`src/rtl/multi_switch_debouncer.sv`:
```
// N-channel switch debouncer: per-channel 2-FF synchroniser, stability filter,
// rise/fall pulses and a tick-based long-press detector sharing one tick generator.
module multi_switch_debouncer #(
   parameter int NUM_CH           = 4,
   parameter int TIMER_VALUE      = 100000,
   parameter int LONG_PRESS_TICKS = 20,
   parameter bit ACTIVE_LOW       = 1'b1
) (
   input  logic              clk,
   input  logic              reset,
   input  logic [NUM_CH-1:0] data_in,
   output logic [NUM_CH-1:0] data_out,
   output logic [NUM_CH-1:0] rise_pulse,
   output logic [NUM_CH-1:0] fall_pulse,
   output logic [NUM_CH-1:0] long_press,
   output logic [NUM_CH-1:0] long_held
);

   localparam int CNT_W  = $clog2(TIMER_VALUE);
   localparam int HOLD_W = $clog2(LONG_PRESS_TICKS + 1);
   localparam logic [CNT_W-1:0]  CNT_LAST = CNT_W'(TIMER_VALUE - 1);
   localparam logic [HOLD_W-1:0] HOLD_MAX = HOLD_W'(LONG_PRESS_TICKS);
   localparam logic [HOLD_W-1:0] HOLD_PRE = HOLD_W'(LONG_PRESS_TICKS - 1);

   typedef enum logic {
      ST_STABLE   = 1'b0,
      ST_COUNTING = 1'b1
   } deb_state_t;

   logic [NUM_CH-1:0] pin_asserted;
   logic [NUM_CH-1:0] sync1_reg;
   logic [NUM_CH-1:0] sync2_reg;
   logic [CNT_W-1:0]  tick_cnt_reg;
   logic              tick;

   assign pin_asserted = ACTIVE_LOW ? ~data_in : data_in;

   // Synchroniser resets to "not pressed" so leaving reset cannot fake an edge.
   always_ff @(posedge clk or posedge reset) begin
      if (reset) begin
         sync1_reg <= '0;
         sync2_reg <= '0;
      end else begin
         sync1_reg <= pin_asserted;
         sync2_reg <= sync1_reg;
      end
   end

   assign tick = (tick_cnt_reg == CNT_LAST);

   always_ff @(posedge clk or posedge reset) begin
      if (reset) begin
         tick_cnt_reg <= '0;
      end else if (tick) begin
         tick_cnt_reg <= '0;
      end else begin
         tick_cnt_reg <= tick_cnt_reg + CNT_W'(1);
      end
   end

   for (genvar gi = 0; gi < NUM_CH; gi++) begin : g_ch
      deb_state_t        state_reg, state_next;
      logic [CNT_W-1:0]  cnt_reg, cnt_next;
      logic              level_reg, level_next;
      logic              rise_reg, rise_next;
      logic              fall_reg, fall_next;
      logic [HOLD_W-1:0] hold_reg, hold_next;
      logic              lp_reg, lp_next;
      logic              held_reg, held_next;
      logic              mismatch;

      assign mismatch = sync2_reg[gi] ^ level_reg;

      always_comb begin
         state_next = state_reg;
         cnt_next   = cnt_reg;
         level_next = level_reg;
         rise_next  = 1'b0;
         fall_next  = 1'b0;
         hold_next  = hold_reg;
         lp_next    = 1'b0;
         held_next  = held_reg;

         case (state_reg)
            ST_STABLE: begin
               cnt_next = '0;
               if (mismatch) begin
                  state_next = ST_COUNTING;
               end
            end
            ST_COUNTING: begin
               if (!mismatch) begin
                  cnt_next   = '0;
                  state_next = ST_STABLE;
               end else if (cnt_reg == CNT_LAST) begin
                  level_next = sync2_reg[gi];
                  rise_next  = sync2_reg[gi];
                  fall_next  = ~sync2_reg[gi];
                  cnt_next   = '0;
                  state_next = ST_STABLE;
               end else begin
                  cnt_next = cnt_reg + CNT_W'(1);
               end
            end
            default: begin
               cnt_next   = '0;
               state_next = ST_STABLE;
            end
         endcase

         // A release landing on the final tick wins: no long press is reported.
         if (!level_reg) begin
            hold_next = '0;
            held_next = 1'b0;
         end else if (tick && (hold_reg != HOLD_MAX)) begin
            hold_next = hold_reg + HOLD_W'(1);
            if ((hold_reg == HOLD_PRE) && !fall_next) begin
               lp_next   = 1'b1;
               held_next = 1'b1;
            end
         end
         if (fall_next) begin
            held_next = 1'b0;
         end
      end

      always_ff @(posedge clk or posedge reset) begin
         if (reset) begin
            state_reg <= ST_STABLE;
            cnt_reg   <= '0;
            level_reg <= 1'b0;
            rise_reg  <= 1'b0;
            fall_reg  <= 1'b0;
            hold_reg  <= '0;
            lp_reg    <= 1'b0;
            held_reg  <= 1'b0;
         end else begin
            state_reg <= state_next;
            cnt_reg   <= cnt_next;
            level_reg <= level_next;
            rise_reg  <= rise_next;
            fall_reg  <= fall_next;
            hold_reg  <= hold_next;
            lp_reg    <= lp_next;
            held_reg  <= held_next;
         end
      end

      assign data_out[gi]   = level_reg;
      assign rise_pulse[gi] = rise_reg;
      assign fall_pulse[gi] = fall_reg;
      assign long_press[gi] = lp_reg;
      assign long_held[gi]  = held_reg;
   end

endmodule
```
`config.mk`:
```
export PLATFORM = sky130hd
export DESIGN_NAME = multi_switch_debouncer
export DESIGN_NICKNAME = d
export VERILOG_FILES = /design/src/rtl/multi_switch_debouncer.sv
export SDC_FILE = /design/constraint.sdc
export NUM_CORES = 1
export LEC_CHECK = 0
export CORE_MARGIN = 1
export CORE_UTILIZATION = 60
export DETAILED_ROUTE_END_ITERATION = 7
export PLACE_DENSITY = 0.79
export SETUP_SLACK_MARGIN = 0.2
export SLEW_MARGIN = 0
export SYNTH_ARGS = -nofsm -noshare
export SYNTH_HDL_FRONTEND = slang
export SYNTH_SLANG_ARGS = --single-unit
```
`constraint.sdc`:
```
create_clock -name clk -period 6.3 [get_ports clk]
set_clock_uncertainty 0.2 [all_clocks]
set_input_delay 1.26 -clock clk [delete_from_list [all_inputs] [get_ports clk]]
set_output_delay 1.26 -clock clk [all_outputs]
set_load 0.02 [all_outputs]
```
-- Word-level counts from Yosys, hierarchy flattened
Index checks and enable logic that the tools add are counted.
- multiplexer cells: 89
- $lt $le $gt $ge: 0
- bitwise operators: 13
- eq/ne operators: 25
- reduce and logical (&&, ||, !) cells: 20
- multipliers: 0
- $add $sub $neg: 9
- shift-type cells: 0
- div/mod/pow operators: 0
- operator list (cell ; number):
    two-way mux 17 bit ; 9
    one-hot mux 17 bit (2 select lines) ; 4
    adder 17 x 1 -> 17 bit (second input constant) ; 5
    equality test 17 bit (second input constant) ; 5
    two-way mux 1 bit ; 64
    two-way mux 5 bit ; 8
    != test 3 x 1 -> 1 bit (second input constant) ; 8
    adder 5 x 1 -> 5 bit (second input constant) ; 4
    equality test 5 bit (second input constant) ; 4
    != test 5 bit (second input constant) ; 4
    AND reduction 3 bit ; 4
    logical AND 1 bit ; 8
    != test 2 x 1 -> 1 bit (second input constant) ; 4
    inverter 1 bit ; 8
    one-hot mux 1 bit (2 select lines) ; 4
    AND reduction 2 bit ; 4
    zero test 1 bit ; 4
    inverter 4 bit ; 1
    bitwise XOR 1 bit ; 4
- logic and storage cells: 191
- output and inout port bits: 20
- bits of input ports: 6
- register bits after elaboration: 137
- memories: 0
- bits in read-only memories: 0
- memory bits (writable): 0
- latch bits: 0

-- Longest topological paths before layout
Gate-level depths: netlist (run 1).
- depth in word-level cells: 10
- depth in mapped cells: 8
- depth with buffers taken out: 6

-- Worst setup path before layout (run 1)
OpenSTA, ideal clock, no wires.
- path kind: reg2out
- start: reg g_ch[3].level_reg
- end: out data_out[3]
- arrival: 573 ps
- buffers on the path: 1
- cell stages (with the launch flop): 2
- data required time: 4840 ps
- setup slack: 4267 ps
- cell sequence: dfrtp_1 buf_4
- RTL lines (item ; line ; source):
    start, declared ; 64 ; logic level_reg, level_next;
    start signal, assigned ; 140 ; level_reg <= level_next;
    end, declared ; 12 ; output logic [NUM_CH-1:0] data_out,
No word-level cell between the ends.

-- Worst setup path in the final report (run 1)
- start: reg g_ch[0].level_reg
- end: out data_out[0]
- RTL lines (item ; line):
    start, declared ; 64
    start signal, assigned ; 140
No word-level cell between the ends.

==> summary.md, run 1 <==
| Metric | Value |
|---|---|
| Max rail drop VDD | 0.238 mV |
| Initial DRC Count | 349 |
| Vias in the first global route | 4,874 |
| Die footprint | 0.0118 mm^2 |
| Synth async-reset ratio | 1.00 |
| Post-synthesis xor/xnor area fraction | 0.0924 |
| TritonCTS Buffers | 17 |
| # H-tree levels | 4 |
| Highest-delay cell along the critical path | clkdlybuf4s50_1 |
| CTS tree | yes |
| Clk slew on worst S/H paths | 0.05 ns |
| Kind of critical path | reg -> out |
| Startpoint types | flip-flop |
| Flops & latches, synth | 137 |
| Fin crit share | 0.499 |
| DRT antenna net count | 0 |
| Setup TNS | 0 ns |
| Final Non-Filler Cells | 836 |
| Most numerous cell in the Yosys netlist | dfrtp_1 |
| Post-CTS Resized | 0 |
| DR WL/cell | 15.1 um |
| Setup bufs post-CTS | 0 |
| Pwr per Cell Area | 254 mW/mm^2 |
| Placed insts | 804 |
| Max reg flops | 68 |
| Post-synthesis simple-gate area fraction | 0.271 |
| Post-synthesis sequential area ratio | 0.502 |
| Critical path, cell by cell | clkdlybuf4s50_1 |
| Reg area | 0.00343 mm^2 |
| Die width | 109 um |
| Final Worst Setup Slack | 3.16 ns |
| CTS Buffer Depth | 2 |
| Port Buf Inserts | 25 |
| Commonest cells post-synth | dfrtp_1 (137), nor2_1 (89), nand2_1 (49), xnor2_1 (46), nand4_1 (39) |
| Top Metal Used | met4 |
| Final setup viols | 0 |
| Critical Path AT | 1.68 ns |
| Total congestion overflow | 0 |
| Number of synthesized flops with an enable pin | 0 |
| Syn-to-layout area delta | 11.7% |
| Mux share of post-synthesis cell area | 0.0251 |
| Final hold slack | 0.150 ns |
| # DRC | 0 |
| Post-place instance area | 0.00702 mm^2 |
| CP top delay family | buffers and inverters |
| Post-CTS Hold Buffers | 0 |
| FMAX | 318 MHz |
| Max-cap check violation count | 0 |
| M1 wire length | 5.66 mm |
| Detailed-routed wire length on met2 | 6.21 mm |
| Adder-cell share of the synthesized area | 0.0238 |
| Synthesized Nets | 696 |
| Largest net degree at the start of global routing | 49 |
| Top_reg_cell synth | dfrtp_1 |
| Via count | 4,902 |
| HP Class | reg -> reg |
| Crit. End Element | output pin |
| Syn Inst Count | 677 |
| Yosys warnings | 0 |
| GP Congestion | 0.898 |
| Initial antenna violation count | 0 |
| Filler instances | 790 |
| Cell area after synthesis | 0.00683 mm^2 |
| Worst path max stage delay | 0.70 ns |
| Metal3 WL | 545 um |
| Final wirelength | 12.6 mm |
| Ranking of synthesized cells by area | dfrtp_1 (50%), xnor2_1 (5.9%), nor2_1 (4.9%) |
| Design Area, Final | 0.00763 mm^2 |
| First-pass GRT wire length | 21.4 mm |
| Final min period | 3.14 ns |
| Multi-input logic area | 0.00302 mm^2 |
| Slew Limit Headroom | 0.454 |
| Io pins | 26 |
| Area of the core | 0.0110 mm^2 |
| Initial Util | 0.622 |
| Clock root buffer master | clkbuf_16 |
| Yosys top cell area share | 0.502 |
| Largest family of logic cells by synthesized area | simple AND/OR/NAND/NOR gates |
| Final-report hold violation count | 0 |
| Synth cell types | 47 |
| Antenna cells | 0 |
| Dpl hpwl | 8.25 mm |
| TritonRoute pass-1 iters | 5 |
| Mapped Avg Cell Area | 10.1 um^2 |
| Cell taking the most area after synthesis | dfrtp_1 |
| Worst Path Max Fanout | 12 |
| Compound-Gate Fraction of Synth Area | 0.0290 |
| Least-Margin Pin Slew | 0.820 ns |
| DIE HEIGHT | 109 um |
| Critical Path RT | 4.84 ns |
| Pins Over Slew Limit | 0 |
| Nets | 702 |
| Share of layout cells above drive strength 1 | 0.0690 |
| Unrepaired setup endpoints after global routing | false |
| GR Util All Layers | 0.234 |
| Clock Sinks | 137 |
| Via density | 5.86 |
| Leakage | 3.09 nW |
| Site row count | 38 |
| Sum of buffers and inverters on the critical path | 1 |
| Status | finished, final reports clean |
| Later-pin clock latency in the skew report | 0.42 ns |
| Pre-CTS setup slack | 3.35 ns |
per-layer routing:
| layer | GRT usage | vias up |
|---|---|---|
| met2 | 0.382 | 107 |
| met1 | 0.287 | 2417 |
| met4 | 0.0917 | 0 |
| met3 | 0.0783 | 18 |
| li1 | - | 2360 |
| met5 | 0 | - |
kinds of logic (layout without fill, tap and decap cells):
| logic type | after synthesis | after routing |
|---|---|---|
| AO/OA/AOI/OAI | 32 | 32 |
| XOR/XNOR | 72 | 72 |
| adder cells (fa/ha/maj) | 13 | 13 |
| buffers and inverters | 75 | 94 |
| flip-flops | 137 | 137 |
| multiplexers | 17 | 17 |
| AND/OR/NAND/NOR | 331 | 331 |
cells in the final DEF (no fill, tap or decap), drive strengths merged, types with 21 or more instances in the layout:
| cell type | count |
|---|---|
| dfrtp | 137 |
| nor2 | 89 |
| nand2 | 49 |
| xnor2 | 46 |
| nand4 | 39 |
| inv | 35 |
| nand3 | 32 |
| nor3 | 27 |
| xor2 | 26 |
| clkdlybuf4s50 | 25 |
| clkbuf | 25 |
| nor4 | 21 |
layout make-up:
class	instances	share of cell area
clock inverter	7	0.0149
inverter	35	0.0176
sequential	137	0.449
tap	140	0.0230
clock buffer	25	0.0650
multi-input combinational	465	0.395
timing repair buffer	27	0.0348
through the flow:
step | total power, mW | util
after detailed placement | 0.945 | 0.639
after global routing | 2.00 | 0.694
after CTS | 1.95 | 0.694
after global placement | 0.944 | 0.639
after floorplan | 0.934 | -
final | 1.94 | 0.694
power breakdown:
group          internal [mW]  switching [mW]  leakage [nW]
logic                0.00810          0.0283         0.924
clock network          0.663           0.344         0.301
registers              0.887         0.00504          1.87
worst paths after layout:
path	startpoint	cells after the start	to	slack (ns)
max in group asynchronous	reset	3	g_ch[1].cnt_reg[14]	3.87
worst min-delay path	sync1_reg[3]	0	sync2_reg[3]	0.15
min in group asynchronous	reset	2	g_ch[2].lp_reg	1.05
worst min register to register	sync1_reg[3]	0	sync2_reg[3]	0.15
worst max-delay path	g_ch[0].level_reg	1	data_out[0]	3.16
worst max register to register	tick_cnt_reg[0]	5	g_ch[3].hold_reg[3]	3.84
Power figures use the tool's default switching activity.
==> run 2, diff against run 1 <==
==> constraint.sdc (replaced) <==
create_clock -name clk -period 3.1 [get_ports clk]
set_clock_uncertainty 0.2 [all_clocks]
set_input_delay 0.62 -clock clk [delete_from_list [all_inputs] [get_ports clk]]
set_output_delay 0.62 -clock clk [all_outputs]
set_load 0.02 [all_outputs]
==> run 2 against run 1 <==
  * Non-clock buffer count up 5
  * Critical path depth unchanged
  * Highest routed layer unchanged
  * Setup slack worse by 2.6 ns
  * Critical endpoint is now data_out[2]
  * Global-route usage up 0.41 points
  * Via count up 0.73%
==> summary.md, run 2 (synthesis results as in run 1) <==
| Metric | Value |
|---|---|
| Status | finished, final reports clean (unchanged) |
| GR Util All Layers | 0.238 (was 0.234) |
| Largest net degree at the start of global routing | 36 (was 49) |
| Filler instances | 828 (was 790) |
| DIE HEIGHT | 109 um (unchanged) |
| CP top delay family | buffers and inverters (unchanged) |
| Number of cells on the critical path | 1 (unchanged) |
| Nets | 707 (was 702) |
| Final setup viols | 0 (unchanged) |
| CTS Buffer Depth | 2 (unchanged) |
| Via density | 5.87 (was 5.86) |
| Site row count | 38 (unchanged) |
| Dpl hpwl | 8.58 mm (was 8.25 mm) |
| Worst path max stage delay | 0.70 ns (about the same) |
| Vias in the first global route | 4,777 (was 4,874) |
| Sw Ratio | 0.207 (was 0.195) |
| DRT antenna net count | 0 (unchanged) |
| Setup bufs post-CTS | 0 (unchanged) |
| FMAX | 389 MHz |
| Clk slew on worst S/H paths | 0.05 ns (about the same) |
| Overall power | 3.69 mW (was 1.94 mW) |
| Slew Limit Headroom | 0.634 (was 0.454) |
| Area of the core | 0.0110 mm^2 (unchanged) |
| Initial DRC Count | 363 (was 349) |
| Reg2Reg Depth | 4 (was 5) |
| Startpoint types | flip-flop (unchanged) |
| Total congestion overflow | 0 (unchanged) |
| Kind of critical path | reg -> out (unchanged) |
| Most frequent cells in the layout | dfrtp_1 (137), nor2_1 (89), nand2_1 (49) (unchanged) |
| Share of layout cells above drive strength 1 | 0.0685 (was 0.0690) |
| Clk network pwr share | 0.487 (was 0.520) |
| Post-CTS Resized | 0 (unchanged) |
| Die footprint | 0.0118 mm^2 (unchanged) |
| Fin crit share | 0.828 |
| Crit. End Element | output pin (unchanged) |
| Later-pin clock latency in the skew report | 0.42 ns (about the same) |
| DR WL/cell | 15.3 um (was 15.1 um) |
| Antenna cells | 0 (unchanged) |
| Syn-to-layout area delta | 11.0% (was 11.7%) |
| RR Startpoint | tick_cnt_reg[14] (was tick_cnt_reg[0]) |
| Setup TNS | 0 ns (unchanged) |
| Die width | 109 um (unchanged) |
| Final hold slack | 0.146 ns (was 0.150 ns) |
| Internal power | 2.93 mW (was 1.56 mW) |
| TritonCTS Buffers | 17 (unchanged) |
| Critical path, cell by cell | clkdlybuf4s50_1 (unchanged) |
| Final wirelength | 12.9 mm (was 12.6 mm) |
| Leakage | 3.07 nW (was 3.09 nW) |
| Hold path depth | 0 (unchanged) |
| Critical Path Start | g_ch[2].level_reg (was g_ch[0].level_reg) |
| Critical Path RT | 2.28 ns (was 4.84 ns) |
| Initial antenna violation count | 0 (unchanged) |
| TritonRoute pass-1 iters | 5 (unchanged) |
| HP Class | reg -> reg (unchanged) |
| Via count | 4,938 (was 4,902) |
| # DRC | 0 (unchanged) |
| Most common cell after layout, fill and taps aside | dfrtp_1 (unchanged) |
| Sum of buffers and inverters on the critical path | 1 (unchanged) |
| CTS tree | yes (unchanged) |
| # H-tree levels | 4 (unchanged) |
| Gate power share | 0.021 (was 0.019) |
| Least-Margin Pin Slew | 0.549 ns (was 0.820 ns) |
| Flop pwr share | 0.491 (was 0.461) |
| Io pins | 26 (unchanged) |
| Final-report hold violation count | 0 (unchanged) |
| First-pass GRT wire length | 21.7 mm (was 21.4 mm) |
| Critical Path AT | 1.75 ns (was 1.68 ns) |
| Finished Core Util | 0.690 (was 0.694) |
| Pwr per Cell Area | 487 mW/mm^2 (was 254 mW/mm^2) |
| Pins Over Slew Limit | 0 (unchanged) |
| Port Buf Inserts | 25 (unchanged) |
| Post-CTS Hold Buffers | 0 (unchanged) |
| Psw | 0.764 mW (was 0.377 mW) |
| Clock Sinks | 137 (unchanged) |
| Max-cap check violation count | 0 (unchanged) |
| Worst Path Max Fanout | 12 (unchanged) |
| Clock root buffer master | clkbuf_16 (unchanged) |
| Max reg flops | 68 (unchanged) |
| Unrepaired setup endpoints after global routing | false (unchanged) |
| GP Congestion | 0.937 (was 0.898) |
| Final min period | 2.57 ns |
| Crit path capture | data_out[2] (was data_out[0]) |
| Reg2reg end | g_ch[3].hold_reg[3] (unchanged) |
| Initial Util | 0.622 (unchanged) |
| R2r setup slk | 0.70 ns (was 3.84 ns) |
| Max rail drop VDD | 0.523 mV (was 0.238 mV) |
| Highest-delay cell along the critical path | clkdlybuf4s50_1 (unchanged) |
-- run 2: final cells by class --
type / instances / area [um^2] / share of cell area
Sequential cell: 137 / 3430 / 0.452
Multi-Input combinational cell: 465 / 3020 / 0.398
Clock buffer: 30 / 514 / 0.0678
Timing Repair Buffer: 32 / 303 / 0.0399
Tap cell: 140 / 175 / 0.0231
Inverter: 35 / 135 / 0.0178
Clock inverter: 2 / 10.0 / 0.00132
-- run 2: how the worst min path moves through the flow --
stage / start / endpoint / slack [ns]
finish: sync1_reg[3] / sync2_reg[3] / 0.15
floorplan: sync1_reg[0] / sync2_reg[0] / 0.13
global route: sync1_reg[3] / sync2_reg[3] / 0.15
global placement: sync1_reg[3] / sync2_reg[3] / 0.13
detailed placement: sync1_reg[2] / sync2_reg[2] / 0.14
CTS: sync1_reg[2] / sync2_reg[2] / 0.15
-- run 2: through the flow --
stage	instance area [um^2]	cells	setup slack [ns]
global route	7580	841	0.489
floorplan	6830	677	0.573
detailed placement	7060	809	0.751
CTS	7580	841	0.531
global placement	7060	809	0.907
finish	7580	841	0.532
-- run 2: metal layers --
layer  vias up  wire (um)  track usage
met1      2424       5790        0.300
li1       2369          -            -
met5         -          0            0
met2       122       6310        0.386
met3        23        537       0.0717
met4         0        223       0.0927
-- run 2: power groups by stage --
stage | clock network, mW | logic, mW | registers (mW)
2_1_floorplan | 0 | 0.0567 | 1.84
3_5_place_dp | 0 | 0.0823 | 1.84
5_1_grt | 1.92 | 0.0923 | 1.81
6_report | 1.80 | 0.0791 | 1.81
3_3_place_gp | 0 | 0.0788 | 1.84
4_1_cts | 1.83 | 0.0831 | 1.81
